### config.mk
export PLATFORM = sky130hd
export DESIGN_NAME = line_raster
export DESIGN_NICKNAME = d
export VERILOG_FILES = /design/src/rtl/raster_pkg.sv /design/src/rtl/line_step.sv /design/src/rtl/line_raster.sv
export SDC_FILE = /design/constraint.sdc
export NUM_CORES = 1
export LEC_CHECK = 0
export CORE_UTILIZATION = 25
export DETAILED_ROUTE_END_ITERATION = 8
export HOLD_SLACK_MARGIN = 0.12
export PLACE_DENSITY = 0.43
export SLEW_MARGIN = 20
export SYNTH_ARGS = -nofsm -noshare
export SYNTH_HDL_FRONTEND = slang
export SYNTH_HIERARCHICAL = 1
export SYNTH_SLANG_ARGS = --single-unit
### constraint.sdc
create_clock -name clk -period 12.1 [get_ports clk]
set_input_delay 1.21 -clock clk [delete_from_list [all_inputs] [get_ports clk]]
set_output_delay 1.21 -clock clk [all_outputs]
set_load 0.01 [all_outputs]
### src/rtl/raster_pkg.sv
// Shared types and defaults for the Bresenham line rasteriser.
// Holds the control-state encoding and the default coordinate width.
package raster_pkg;

    localparam int DEF_COORD_W = 16;

    typedef enum logic [1:0] {
        IDLE,
        SETUP,
        RUN
    } state_t;

endpackage

### src/rtl/line_step.sv
// One combinational Bresenham step: (err, x, y) -> next (err, x, y).
// Works one bit wider than err so that 2*err cannot overflow.
module line_step
    import raster_pkg::*;
#(
    parameter int COORD_W = DEF_COORD_W,
    parameter int ERR_W   = COORD_W + 2
) (
    input  logic signed [ERR_W-1:0]   err,
    input  logic signed [ERR_W-1:0]   dx,
    input  logic signed [ERR_W-1:0]   dy,
    input  logic        [COORD_W-1:0] x,
    input  logic        [COORD_W-1:0] y,
    input  logic                      neg_x,
    input  logic                      neg_y,
    output logic signed [ERR_W-1:0]   err_next,
    output logic        [COORD_W-1:0] x_next,
    output logic        [COORD_W-1:0] y_next
);

    logic signed [ERR_W:0] e2;
    logic signed [ERR_W:0] err_w;
    logic signed [ERR_W:0] dx_w;
    logic signed [ERR_W:0] dy_w;
    logic signed [ERR_W:0] acc;
    logic                  move_x;
    logic                  move_y;

    always_comb begin
        e2     = {err, 1'b0};
        err_w  = {err[ERR_W-1], err};
        dx_w   = {dx[ERR_W-1], dx};
        dy_w   = {dy[ERR_W-1], dy};
        move_x = e2 >= dy_w;
        move_y = e2 <= dx_w;
        acc    = err_w;
        if (move_x) acc = acc + dy_w;
        if (move_y) acc = acc + dx_w;
        err_next = acc[ERR_W-1:0];
        x_next   = x;
        y_next   = y;
        if (move_x) x_next = neg_x ? x - COORD_W'(1) : x + COORD_W'(1);
        if (move_y) y_next = neg_y ? y - COORD_W'(1) : y + COORD_W'(1);
    end

endmodule

### src/rtl/line_raster.sv
// Streaming Bresenham line rasteriser with valid/ready output.
// IDLE latches endpoints, SETUP derives deltas, RUN emits one point per transfer.
module line_raster
    import raster_pkg::*;
#(
    parameter int COORD_W = DEF_COORD_W,
    parameter int ERR_W   = COORD_W + 2
) (
    input  logic               clk,
    input  logic               rst,
    input  logic               clk_enb,
    input  logic               start,
    input  logic [COORD_W-1:0] start_x,
    input  logic [COORD_W-1:0] start_y,
    input  logic [COORD_W-1:0] end_x,
    input  logic [COORD_W-1:0] end_y,
    output logic               out_valid,
    input  logic               out_ready,
    output logic [COORD_W-1:0] out_x,
    output logic [COORD_W-1:0] out_y,
    output logic               out_last,
    output logic               busy,
    output logic               done
);

    state_t state;
    state_t state_next;

    logic        [COORD_W-1:0] sx, sy, ex, ey;
    logic        [COORD_W-1:0] ax, ay;
    logic        [COORD_W-1:0] x_step, y_step;
    logic signed [ERR_W-1:0]   dx, dy, err, err_step;
    logic signed [ERR_W-1:0]   dx_set, dy_set;
    logic                      neg_x, neg_y;
    logic                      xfer;

    assign out_valid = state == RUN;
    assign busy      = state != IDLE;
    assign out_last  = out_valid & (out_x == ex) & (out_y == ey);
    assign xfer      = out_valid & out_ready & clk_enb;

    assign ax     = (ex >= sx) ? ex - sx : sx - ex;
    assign ay     = (ey >= sy) ? ey - sy : sy - ey;
    assign dx_set = {{(ERR_W-COORD_W){1'b0}}, ax};
    assign dy_set = -{{(ERR_W-COORD_W){1'b0}}, ay};

    line_step #(
        .COORD_W (COORD_W),
        .ERR_W   (ERR_W)
    ) u_step (
        .err      (err),
        .dx       (dx),
        .dy       (dy),
        .x        (out_x),
        .y        (out_y),
        .neg_x    (neg_x),
        .neg_y    (neg_y),
        .err_next (err_step),
        .x_next   (x_step),
        .y_next   (y_step)
    );

    always_comb begin
        state_next = state;
        unique case (state)
            IDLE:    if (start) state_next = SETUP;
            SETUP:   state_next = RUN;
            RUN:     if (out_ready && out_last) state_next = IDLE;
            default: state_next = IDLE;
        endcase
    end

    always_ff @(posedge clk) begin
        if (rst)          state <= IDLE;
        else if (clk_enb) state <= state_next;
    end

    always_ff @(posedge clk) begin
        if (rst) begin
            sx    <= '0;
            sy    <= '0;
            ex    <= '0;
            ey    <= '0;
            dx    <= '0;
            dy    <= '0;
            err   <= '0;
            neg_x <= 1'b0;
            neg_y <= 1'b0;
            out_x <= '0;
            out_y <= '0;
            done  <= 1'b0;
        end else if (clk_enb) begin
            done <= xfer & out_last;
            unique case (state)
                IDLE: if (start) begin
                    sx <= start_x;
                    sy <= start_y;
                    ex <= end_x;
                    ey <= end_y;
                end
                SETUP: begin
                    dx    <= dx_set;
                    dy    <= dy_set;
                    err   <= dx_set + dy_set;
                    neg_x <= ex < sx;
                    neg_y <= ey < sy;
                    out_x <= sx;
                    out_y <= sy;
                end
                // the final point is never stepped past, so coordinates cannot wrap
                RUN: if (xfer && !out_last) begin
                    err   <= err_step;
                    out_x <= x_step;
                    out_y <= y_step;
                end
                default: ;
            endcase
        end
    end

endmodule

# Word-level counts from Yosys, hierarchy flattened
# Index checks and enable logic that the tools add are counted.
[word_totals]
regBits = 153
inputBits = 69
out_inout_bits = 36
elab_cells = 74
[classes]
n_addsub = 12
magnitude_cmp = 6
n_eq_ne = 9
n_mux = 17
n_bitwise = 5
n_reduce_logical = 12
[op_table]
columns = ["op", "count"]
rows = [
  ["$mux W16", 8],
  ["$pmux W16 S2", 2],
  ["$sub A16 B16 Y16", 4],
  ["$mux W18", 3],
  ["$pmux W18 S2", 1],
  ["$add A16 B1 Y16 const B", 2],
  ["$eq A16 B16 Y1", 2],
  ["$ge A16 B16 Y1", 2],
  ["$lt A16 B16 Y1", 2],
  ["$sub A16 B1 Y16 const B", 2],
  ["$ge A19 B18 Y1", 1],
  ["$le A19 B17 Y1", 1],
  ["$add A17 B18 Y18", 1],
  ["$add A18 B17 Y18", 1],
  ["$add A18 B18 Y18", 1],
  ["$neg A16 Y18", 1],
  ["$reduce_and A3 Y1", 3],
  ["$ne A2 B1 Y1 const B", 4],
  ["$reduce_and A4 Y1", 2],
  ["$pmux W2 S3", 1],
  ["$and A1 B1 Y1", 5],
  ["$mux W2", 2],
  ["$reduce_bool A2 Y1", 2],
  ["$eq A2 B1 Y1 const B", 1],
  ["6 further kinds", 7],
]

# Logic depth before layout (Yosys ltp)
[depth]
ltp_word = 7
depth_mapped = 28
mapped_depth_nobuf = 27

# By module
# Netlist, hierarchy kept.
[modules_own_cells]
columns = ["mod", "n_inst", "cells_each", "area_each_um2", "seq_area_each_um2"]
rows = [
  ["line_raster", 1, 1396, 10431.3, 3062.9],
  ["line_step", 1, 613, 4623.2, 0.0],
]

# Worst setup path after synthesis
# Ideal clock, no wire load.
[synth_timing]
path_type = "register -> register"
from = "register ey[0]"
to = "register err[13]"
setup_ns = 0.088
arrival_ns = 5.432
required_ns = 12.012
slack_ns = 6.580
path_stages_with_launch = 26
n_path_buf = 1
period_less_slack_ns = 5.520
path_cell_list = "dfxtp_1 inv_1 ha_1 inv_1 fa_1 a211oi_2 nor3_1 o311ai_2 nand3_4 buf_1 a21oi_1 ha_1 inv_1 or2_2 nor2_1 nand2_1 xnor2_1 ha_1 nand3_1 nand2_1 a41o_1 o41ai_1 a211o_1 a21oi_1 or3b_1 a311oi_2"
[synth_via]
elab_cells_between_ends = 13
cone_classes = "4 x add/sub; 1 x order compare; 2 x eq/ne; 2 x mux; 1 x bitwise; 3 x reduce/logical"
[synth_lines]
columns = ["item", "line_no", "source"]
rows = [
  ["start, declared", "line_raster.sv:29", "logic [COORD_W-1:0] sx, sy, ex, ey;"],
  ["start signal, assigned", "line_raster.sv:99", "ey <= end_y;"],
  ["$sub A16 B16 Y16 / $ge A16 B16 Y1 (equally long branches)", "line_raster.sv:43", "assign ay = (ey >= sy) ? ey - sy : sy - ey;"],
  ["$mux W16 (*)", "line_raster.sv:43", ""],
  ["$neg A16 Y18 (*)", "line_raster.sv:45", "assign dy_set = -{{(ERR_W-COORD_W){1'b0}}, ay};"],
  ["named net dy_set[8]", "line_raster.sv:33", "logic signed [ERR_W-1:0] dx_set, dy_set;"],
  ["$add A17 B18 Y18 (*)", "line_raster.sv:104", "err <= dx_set + dy_set;"],
  ["$pmux W18 S2 (*)", "line_raster.sv:94", "unique case (state)"],
  ["end signal, assigned", "line_raster.sv:104", ""],
  ["end signal, assigned", "line_raster.sv:112", "err <= err_step;"],
  ["end, declared", "line_raster.sv:32", "logic signed [ERR_W-1:0] dx, dy, err, err_step;"],
]
# The timed path passes the listed nets; every way through them passes the cells marked *.
# A chain may end at the register's enable or synchronous reset.

# Final worst setup path
[layout_timing]
from = "register sy[0]"
to = "register err[13]"
[layout_via]
elab_chain_cells = 5
elab_cells_between_ends = 7
cone_classes = "4 x add/sub; 1 x order compare; 2 x mux"
[layout_rtl]
columns = ["item", "line_no", "source"]
rows = [
  ["start, declared", "line_raster.sv:29", ""],
  ["start signal, assigned", "line_raster.sv:97", "sy <= start_y;"],
  ["$sub A16 B16 Y16 / $ge A16 B16 Y1 (equally long branches)", "line_raster.sv:43", ""],
  ["$mux W16 (*)", "line_raster.sv:43", ""],
  ["$neg A16 Y18 (*)", "line_raster.sv:45", ""],
  ["named net dy_set[8]", "line_raster.sv:33", ""],
  ["$add A17 B18 Y18 (*)", "line_raster.sv:104", ""],
  ["$pmux W18 S2 (*)", "line_raster.sv:94", ""],
]
# Marked as above.

==> summary.md <==
| Metric | Value |
|---|---|
| Top cells by count, synth | nand2_1 (326), a21oi_1 (182), ha_1 (176), nor2_1 (166), dfxtp_1 (153) |
| CTS buffer count | 17 |
| Total track usage | 16.7% |
| Largest net degree at the start of global routing | 79 |
| Met2 usage | 27.2% |
| FF+latch area | 3060 um^2 |
| Leakage | 7.13 nW |
| Initial Util | 25.4% |
| Syn Std Cell Area | 15100 um^2 |
| FFs w/ async S/R, synth | 0% |
| Gr busiest metal | met2 |
| Placed cell count | 2809 |
| Clk sink count | 153 |
| Area leader, netlist | dfxtp_1 |
| CTS max path bufs | 2 |
| Max VDD drop | 125 uV |
| Inserted Diodes | 0 |
| Final worst path period share | 52.4% |
| Worst Skew | 15.2 ps |
| Placed inst area | 16800 um^2 |
| Post-layout min period | 6350 ps |
| Max Cap Viol | 0 |
| Worst setup SP type | flop |
| Synth unique cells | 88 |
| Post-DRT Antenna Nets | 0 |
| Family with the most delay on the worst path | compound AO/OA/AOI/OAI gates |
| Clk_lat worst skew | 460 ps |
| Most common flop cell mapped by yosys | dfxtp_1 |
| Vias in the first global route | 13600 |
| Yosys reg bits | 153 |
| Avg Cell Area, Syn | 7.49 um^2 |
| DP Worst Slack | 5820 ps |
| Max Freq | 158 MHz |
| Layout filler cell count | 6518 |
| NumNets Final | 2309 |
| Die X | 247 um |
| Status | finished, final reports clean |
| Worst path max stage delay | 630 ps |
| CP Max Fanout | 16 |
| Cells after Synth | 2009 |
| WP buf/inv | 1 |
| Cts repair resizes | 0 |
| GR Overflow Total | 0 |
| Worst EP arrival | 6720 ps |
| R2R cell count | 22 |
| Postcts setup bufs | 0 |
| Initial antenna violation count | 0 |
| Slowest-stage cell, CP | o311ai_2 |
| Slew margin rel. | 36.1% |
| Worst setup margin | 5750 ps |
| Die footprint | 61200 um^2 |
| Final core utilization | 29.3% |
| Worst Hold Class | reg -> reg |
| DR vias | 14200 |
| Critical Path RT | 12470 ps |
| Critical setup path kind | reg -> reg |
| Met1 usage | 23.2% |
| CTS Hold Buffers Added | 0 |
| RSZ-0062 raised after global routing | false |
| Clk root buf | clkbuf_16 |
| Sequential area share after synthesis | 20.3% |
| First-pass GRT wire length | 79.1 mm |
| Area of the multi-input gates | 11100 um^2 |
| WHS Path Cells | 2 |
| WL per Instance | 18.0 um |
| Synthesis Warnings | 6 |
| Slew @ Worst Pin | 959 ps |
| Total routed wirelength | 51.3 mm |
| Finished Layout Cells | 2841 |
| WP depth | 22 |
| DR iter-0 viols | 894 |
| Total Neg Setup Slack | 0 ps |
| Area grow syn2layout | 15.3% |
| Power Dens Cells | 148 nW/um^2 |
| DR vias/cell | 4.99 |
| Most common cell in the netlist | nand2_1 |
| Port Buffer Count | 104 |
| Rows | 89 |
| DPL Wire Length | 40.5 mm |
| Drt pass-1 iters | 5 |
| CTS tree | done |
| Placer Congestion | 0.895 |
| Ports | 105 |
| Core box area | 59200 um^2 |
| H-Tree Depth | 4 |
| Synth top area share | 20.3% |
| Synth area leaders | dfxtp_1 (20%), ha_1 (15%), nand2_1 (8.1%), a21oi_1 (6.1%), xnor2_1 (4.2%) |
| Final setup viols | 0 |
| Max-slew violations | 0 |
| Final Instance Area | 17400 um^2 |
| Die Y | 247 um |
| Critical Path, Cell by Cell | ha_1, inv_1, fa_1, a211oi_2, nor3_1, o311ai_2, nand3_4, mux2i_1, or3_4, or2_2, nor2_1, nand2_1, xnor2_1, ha_1, nand3_1, nand2_1, a41o_1, o41ai_1, a211o_1, a21oi_1, or3b_1, a311oi_2 |
| # DRC | 0 |
| CP Capture Type | flop |
| EDFF count, synth | 0 |
| Fin. Hold Viols | 0 |
| Met3 usage | 1.75% |
| Share of layout cells above drive strength 1 | 5.61% |
| Worst-path clk slew | 70 ps |
## flip-flops by register name, summed over array words and instances, names as in the netlist
| signal | flops |
|---|---|
| done | 1 |
| dx | 16 |
| dy | 18 |
| err | 18 |
| ex | 16 |
| ey | 16 |
| neg_x | 1 |
| neg_y | 1 |
| out_x | 16 |
| out_y | 16 |
| state | 2 |
| sx | 16 |
| sy | 16 |
## power breakdown
part | internal (mW) | switching [mW] | total (mW)
clock | 0.291 | 0.261 | 0.552
sequential | 0.531 | 0.0457 | 0.577
combinational | 0.585 | 0.851 | 1.44
total | 1.41 | 1.16 | 2.56
## worst reg2reg max path, cell delays in order, from the launching register on
cell	delay (ps)
dfxtp_1	380
ha_1	190
inv_1	60
fa_1	420
a211oi_2	340
nor3_1	150
o311ai_2	630
nand3_4	350
mux2i_1	250
or3_4	430
or2_2	320
nor2_1	150
nand2_1	80
xnor2_1	230
ha_1	330
nand3_1	110
nand2_1	50
a41o_1	230
o41ai_1	570
a211o_1	310
a21oi_1	90
or3b_1	370
a311oi_2	230
## kinds of logic (layout without fill, tap and decap cells)
family	count (synthesis)	after routing	share of synthesized area, %
other	1	4	0.0249
adders and majority gates	186	186	15.9
and+or+nand+nor	695	695	20.8
xor gates and xnor gates	135	135	7.90
AOI/OAI and AO/OA	535	535	23.6
muxes	67	67	5.12
buffers and inverters	237	293	6.35
DFF	153	153	20.3
## area by class of cell
| type | instances | share of cell area (%) |
|---|---|---|
| multi-input combinational | 1622 | 63.8 |
| timing repair buffer | 115 | 6.46 |
| inverter | 146 | 3.16 |
| sequential | 153 | 17.6 |
| clock buffer | 17 | 2.45 |
| clock inverter | 15 | 0.886 |
| tap | 773 | 5.57 |
## path summary, 6_finish.rpt
path,slack [ps],startpoint,end
setup / recovery,5750,sy[0],err[13]
hold reg to reg,470,done,done
setup reg to reg,5750,sy[0],err[13]
hold / removal,470,done,done
## per-layer routing
layer / part of all wire (%) / up-vias
met5: 0 / -
met1: 50 / 6734
li1: - / 7159
met3: 2.8 / 32
met4: 1.5 / 0
met2: 46 / 246
## stage by stage
stage / hold slack [ps] / power, mW
after floorplan: 450 / 1.65
after global routing: 496 / 2.75
after global placement: 452 / 2.01
after detailed placement: 459 / 2.02
after CTS: 475 / 2.58
final: 470 / 2.56
## cells in the final DEF (no fill, tap or decap), drive strengths merged, types with 32 or more instances in the layout
cell / count
a21o: 47
a21oi: 185
a311oi: 45
clkdlybuf4s50: 103
dfxtp: 153
ha: 176
inv: 155
mux2: 44
nand2: 326
nand3: 32
nor2: 167
nor3: 43
o21ai: 83
xnor2: 74
xor2: 61
Power figures use the tool's default switching activity.
